$ cat config.mk
export PLATFORM = sky130hd
export DESIGN_NAME = acq_scheduler
export DESIGN_NICKNAME = d
export VERILOG_FILES = /design/src/rtl/acq_scheduler.sv
export SDC_FILE = /design/constraint.sdc
export NUM_CORES = 1
export LEC_CHECK = 0
export ABC_AREA = 1
export BUFFER_PORTS_ARGS = -buffer_cell sky130_fd_sc_hd__buf_2
export CAP_MARGIN = 20
export CORE_MARGIN = 1
export CORE_UTILIZATION = 55
export DETAILED_ROUTE_END_ITERATION = 8
export PLACE_DENSITY_LB_ADDON = 0.3
export SYNTH_ARGS = -nofsm -noshare
export SYNTH_HDL_FRONTEND = slang
export SYNTH_SLANG_ARGS = --single-unit
$ cat constraint.sdc
create_clock -name clk -period 2.55 [get_ports clk]
set_input_delay 0.3825 -clock clk [delete_from_list [all_inputs] [get_ports clk]]
set_output_delay 0.3825 -clock clk [all_outputs]
set_load 0.01 [all_outputs]
$ cat src/rtl/acq_scheduler.sv
// Scans enabled mux channels: select, settle, start a conversion, capture the result and hand it downstream.
// First start_conv comes settle_cfg+2 cycles after enable; a result is held until res_ready, and no new conversion starts meanwhile.
module acq_scheduler #(
    parameter int NUM_CH       = 4,
    parameter int CH_WIDTH     = 2,
    parameter int DATA_WIDTH   = 24,
    parameter int DIAP_WIDTH   = 2,
    parameter int SETTLE_WIDTH = 8,
    parameter int ACK_TIMEOUT  = 8,
    parameter int CONV_TIMEOUT = 65535,
    parameter int TMO_WIDTH    = 16
) (
    input  logic                    clk,
    input  logic                    rst,
    input  logic                    enable,
    input  logic                    cont_mode,
    input  logic [NUM_CH-1:0]       ch_mask,
    input  logic [SETTLE_WIDTH-1:0] settle_cfg,
    output logic [CH_WIDTH-1:0]     mux_sel,
    output logic                    start_conv,
    input  logic                    complete,
    input  logic [DATA_WIDTH-1:0]   data_in_1,
    input  logic [DATA_WIDTH-1:0]   data_in_2,
    input  logic [DIAP_WIDTH-1:0]   diap_in,
    output logic                    res_valid,
    input  logic                    res_ready,
    output logic [CH_WIDTH-1:0]     res_ch,
    output logic [DATA_WIDTH-1:0]   res_data_1,
    output logic [DATA_WIDTH-1:0]   res_data_2,
    output logic [DIAP_WIDTH-1:0]   res_diap,
    output logic                    busy,
    output logic                    scan_done,
    output logic                    timeout_err
);

    typedef enum logic [2:0] {
        S_IDLE,
        S_SELECT,
        S_SETTLE,
        S_START,
        S_WAIT_ACK,
        S_WAIT_DONE,
        S_OUTPUT
    } state_t;

    // One extra bit so the pointer can step past the last channel.
    localparam int PTR_W = CH_WIDTH + 1;
    localparam logic [TMO_WIDTH-1:0] ACK_LIM  = TMO_WIDTH'(ACK_TIMEOUT - 1);
    localparam logic [TMO_WIDTH-1:0] CONV_LIM = TMO_WIDTH'(CONV_TIMEOUT - 1);

    state_t                  state;
    logic [NUM_CH-1:0]       scan_mask;
    logic [PTR_W-1:0]        ptr;
    logic [SETTLE_WIDTH-1:0] settle_cnt;
    logic [TMO_WIDTH-1:0]    wd;
    logic                    found;
    logic [CH_WIDTH-1:0]     next_ch;
    logic [PTR_W-1:0]        ptr_after;

    // Lowest enabled channel at or above the pointer.
    always_comb begin
        found   = 1'b0;
        next_ch = '0;
        for (int i = NUM_CH - 1; i >= 0; i--) begin
            if (scan_mask[i] && (i >= int'(ptr))) begin
                found   = 1'b1;
                next_ch = CH_WIDTH'(i);
            end
        end
    end

    assign ptr_after = PTR_W'(mux_sel) + PTR_W'(1);
    assign busy      = (state != S_IDLE);

    always_ff @(posedge clk or negedge rst) begin
        if (!rst) begin
            state       <= S_IDLE;
            scan_mask   <= '0;
            ptr         <= '0;
            settle_cnt  <= '0;
            wd          <= '0;
            mux_sel     <= '0;
            start_conv  <= 1'b0;
            res_valid   <= 1'b0;
            res_ch      <= '0;
            res_data_1  <= '0;
            res_data_2  <= '0;
            res_diap    <= '0;
            scan_done   <= 1'b0;
            timeout_err <= 1'b0;
        end else begin
            start_conv <= 1'b0;
            scan_done  <= 1'b0;
            case (state)
                S_IDLE: begin
                    if (enable && (ch_mask != '0)) begin
                        scan_mask   <= ch_mask;
                        ptr         <= '0;
                        timeout_err <= 1'b0;
                        state       <= S_SELECT;
                    end
                end
                S_SELECT: begin
                    // enable dropped mid-scan: stop without a scan_done pulse.
                    if (!enable) begin
                        state <= S_IDLE;
                    end else if (found) begin
                        mux_sel    <= next_ch;
                        settle_cnt <= settle_cfg;
                        state      <= S_SETTLE;
                    end else begin
                        scan_done <= 1'b1;
                        if (cont_mode && (ch_mask != '0)) begin
                            scan_mask <= ch_mask;
                            ptr       <= '0;
                        end else begin
                            state <= S_IDLE;
                        end
                    end
                end
                S_SETTLE: begin
                    if (settle_cnt == '0) begin
                        start_conv <= 1'b1;
                        state      <= S_START;
                    end else begin
                        settle_cnt <= settle_cnt - SETTLE_WIDTH'(1);
                    end
                end
                S_START: begin
                    wd    <= '0;
                    state <= S_WAIT_ACK;
                end
                S_WAIT_ACK: begin
                    if (!complete) begin
                        wd    <= '0;
                        state <= S_WAIT_DONE;
                    end else if (wd == ACK_LIM) begin
                        timeout_err <= 1'b1;
                        ptr         <= ptr_after;
                        state       <= S_SELECT;
                    end else begin
                        wd <= wd + TMO_WIDTH'(1);
                    end
                end
                S_WAIT_DONE: begin
                    if (complete) begin
                        res_ch     <= mux_sel;
                        res_data_1 <= data_in_1;
                        res_data_2 <= data_in_2;
                        res_diap   <= diap_in;
                        res_valid  <= 1'b1;
                        state      <= S_OUTPUT;
                    end else if (wd == CONV_LIM) begin
                        timeout_err <= 1'b1;
                        ptr         <= ptr_after;
                        state       <= S_SELECT;
                    end else begin
                        wd <= wd + TMO_WIDTH'(1);
                    end
                end
                S_OUTPUT: begin
                    if (res_valid && res_ready) begin
                        res_valid <= 1'b0;
                        ptr       <= ptr_after;
                        state     <= S_SELECT;
                    end
                end
                default: state <= S_IDLE;
            endcase
        end
    end

endmodule

# == Word level (Yosys, flattened, before mapping) ==
# Cells that the tools add are included.
# totals
input_bits,68
ff_bits,92
out_inout_bits,59
# op_classes
addsub,3
magnitude_cmp,4
reduce_logical,26
mux,57
n_eq_ne,26
# op_table
op,count
$mux 16,4
$mux 3,19
$pmux 16 s3,1
$ne 2x2->1 const B,14
$mux 8,3
$pmux 3 s7,1
$add 16x1->16 const B,1
$eq 16x16->1 const B,1
$eq 16x3->1 const B,1
$mux 1,16
$mux 4,4
$pmux 8 s2,1
$pmux 3 s5,1
$reduce_and 6->1,2
$reduce_and 10->1,1
$eq 3x3->1 const B,3
$ne 3x3->1 const B,3
$reduce_bool 3->1,3
$logic_not 8->1,1
$mux 2,4
$pmux 4 s2,1
$reduce_and 4->1,2
$sub 8x1->8 const B,1
$logic_and 1x1->1,7
other kinds (15),21

# == Depth between registers and ports, before layout ==
# depth
ltp_word,9
depth_mapped,12
mapped_depth_nobuf,12

# == Worst setup path after synthesis ==
# OpenSTA, ideal clock, no wires.
# synth_path
path_kind,reg-to-reg
from,register settle_cnt[0]
to,register settle_cnt[1]
synth_period_minus_slack_ps,1545
t_arrival_ps,1415
slack_ps,1005
required_ps,2420
stages_incl_launch_ff,11
setup_time_ps,130
cell_sequence,dfrtp_1 -> inv_1 -> ha_1 -> nand2_1 -> nor2_1 -> nand2_1 -> nand2_1 -> nand3_2 -> buf_4 -> o211ai_1 -> o21ai_0
# synth_between
elab_chain_cells,3
# synth_lines
element,line,text
"start, declared",54,logic [SETTLE_WIDTH-1:0] settle_cnt;
"start signal, assigned",109,settle_cnt <= settle_cfg;
"start signal, assigned",126,settle_cnt <= settle_cnt - SETTLE_WIDTH'(1);
$sub 8x1->8 or $logic_not 8->1 (tied branches),"126, 122",
$mux 8 or $ne 2x2->1 (tied branches),n/a,
$pmux 8 s2 or $reduce_and 4->1 (tied branches),n/a,
# Parallel ways exist; a longest one is shown, timed or not. The select of a mux whose other input is x is not followed.
# A chain may end at the register's enable or synchronous reset.

# == Final worst setup path ==
# layout_path
from,register state[0]
to,output busy
# layout_between
elab_chain_cells,1
# layout_lines
element,line,text
"start, declared",51,state_t state;
"start signal, assigned",77,state <= S_IDLE;
"start signal, assigned",100,state <= S_SELECT;
"start signal, assigned",106,state <= S_IDLE;
$reduce_bool 3->1,73,assign busy = (state != S_IDLE);
"end, declared",31,"output logic busy,"
# No other way between the ends.

==> flow_summary.ini <==
[outcome]
status = completed

[hold_path]
hold_path_class = in -> async

[timing]
slew_violations = 0
rsz0062_at_grt = no
setup_viol = 0
worst_pin_slew_ns = 0.610
max_clock_freq_ghz = 0.480
hold_viol = 0
slew_headroom_pct = 59.3
fin_crit_sh_pct = 81.8
setup_tns_ns = 0
finalClockSkew_ns = 0.0117
period_needed_ns = 2.09

[drt]
drc_errors = 0
drt-initial-drc-count = 262
vias = 4450
drtPass1Iterations = 5
vias_per_cell = 5.14
wl_per_cell_um = 12.6
ant_nets = 0
drt_wl_total_um = 10900

[clock_network]
cts-root-buf = clkbuf_8
cts_resized = 0
post_cts_buffers = 0
cts_buffer_depth = 2
htreeDepth = 3
cts_tree = yes
cts.clk_slew.worst_paths_ns = 0.09
hold_buffers = 0
cts-buffers-inserted = 9
insertion_delay_ns = 0.36
clock_sinks = 92

[placement]
portBuffers = 126
dpl.hpwl_um = 7940
gp_congestion = 0.936
post-place-cells = 851

[synth]
synthSimpleGateAreaFrac_pct = 35.9
synth_fa_ha_area_share_pct = 1.05
synth_most_common_cell = nand2_1
netlist_area_um2 = 4780
synth.distinct_cells = 37
netlist.area_leader.share_pct = 48.1
ys_seq_area_share_pct = 48.1
synth_compound_area_share_pct = 7.51
ys_seq_elements = 92
synth.area.top_cells = dfrtp_1, nand2_1, inv_1
synth_fp_nets = 709
syn_inst = 637
synth_warnings = 0
synth_area_leader_cell = dfrtp_1
synth_mux_area_share_pct = 0
ys.flop_type = dfrtp_1
synth-edff-count = 0
synth_top_family_by_area = simple AND/OR/NAND/NOR gates
synthArstFlopShare_pct = 100
postSynthAreaPerCell_um2 = 7.51
synth_xor_area_share_pct = 0.549
synth_commonest_cells = nand2_1, dfrtp_1, inv_1, nor2_1, nand3_1

[pwr]
total_power_mw = 5.74
p_per_area_nw_per_um2 = 1010
p_leak_nw = 3.19
ir_drop_mv = 0.606

[floorplan]
chipWidth_um = 95.3
io_pins = 127
placement_rows = 33
core-area_um2 = 8300
start_util_pct = 57.7
fp.dieH_um = 95.3
die_area_um2 = 9080

[setup_path]
critPathKind = reg -> out
start_kind = flop
worst-path-max-fanout = 13
crit_required_ns = 2.17
arrival_ns = 1.70
end_kind = output port

[global_routing]
overflow = 0
grt.total_usage_pct = 24.9
grt_pass1_vias = 3990
antenna_found_initial = 0
grt_max_degree = 55
grt_pass1_wl_um = 17800

[final_layout]
stdcell_count = 866
final_util_pct = 68.1
nets = 829
insertedDiodeCount = 0
nFillCells = 693
drive_above_1_share_pct = 22.7
area_delta_synth_final_pct = 18.1

[run]
cap_violations = 0
[routing by layer]
layer / share of wire [%] / vias to the layer above / global-route usage, %
met2: 50 / 137 / 43.1
met4: 1.8 / 0 / 8.96
met5: 0 / - / 0
li1: - / 2242 / -
met3: 4.6 / 18 / 3.67
met1: 44 / 2053 / 31.6
[kinds of logic (layout without fill, tap and decap cells)]
logic type,count (synthesis),after routing
and+or+nand+nor,407,407
xor gates and xnor gates,3,3
adders and majority gates,4,4
buffers and inverters,74,198
AOI/OAI and AO/OA,57,57
DFF,92,92
[flip-flops by register name, summed over array words and instances, names as in the netlist, 2 cells and up]
name,cells
res_data_1,24
res_data_2,24
wd,16
settle_cnt,8
scan_mask,4
ptr,3
state,3
mux_sel,2
res_ch,2
res_diap,2
[final timing paths]
| path | from | to | slack, ns | cells after the start |
|---|---|---|---|---|
| max in group asynchronous | rst | wd[15] | 1.87 | 2 |
| min | rst | settle_cnt[6] | 0.02 | 1 |
| max reg2reg | state[0] | res_data_2[0] | 0.55 | 7 |
| min in group clk | data_in_2[5] | res_data_2[5] | 0.21 | 3 |
| min reg2reg | res_data_2[22] | res_data_2[22] | 0.48 | 2 |
| max | state[0] | busy | 0.46 | 5 |
[layout by cell type, fill, tap and decap left out, types with 4 or more instances in the layout]
master / count
nor2_1: 45
nand2_1: 300
o211ai_1: 5
inv_1: 45
nand4_1: 14
ha_1: 4
clkbuf_8: 9
inv_2: 7
o2111ai_1: 4
o21ai_0: 20
buf_2: 125
o21ai_2: 4
nand2_2: 5
o21ai_1: 6
a21oi_1: 8
dfrtp_1: 92
nand3_1: 32
[through the flow]
stage / hold slack (ns) / cell area [µm²] / setup slack (ns)
floorplan: 0.0869 / 4780 / 1.00
global placement: 0.436 / 5460 / 0.594
detailed placement: 0.438 / 5460 / 0.569
CTS: 0.0402 / 5650 / 0.465
global route: 0.0734 / 5650 / 0.323
finish: 0.0234 / 5650 / 0.465
[power by group]
| group | total, mW | switching (mW) | internal (mW) |
|---|---|---|---|
| Sequential | 2.37 | 0.375 | 1.99 |
| Combinational | 2.38 | 1.51 | 0.863 |
| Clock | 0.991 | 0.535 | 0.457 |
[critical path, stage by stage, from the launching register on]
cell and delay, ns:
dfrtp_1 0.58, inv_2 0.25, nand2_1 0.10, nor2_1 0.21, inv_1 0.07, buf_2 0.14
[final cells by class]
class | count | area (µm²) | area share, %
flip-flops and latches | 92 | 2300 | 40.7
multi-input cells | 471 | 2150 | 38.0
repair buffers | 129 | 668 | 11.8
inverters | 54 | 205 | 3.63
well taps | 105 | 131 | 2.32
clock buffers | 9 | 124 | 2.19
clock inverters | 6 | 71.3 | 1.26
No activity file was read; power rests on OpenSTA's default activity.
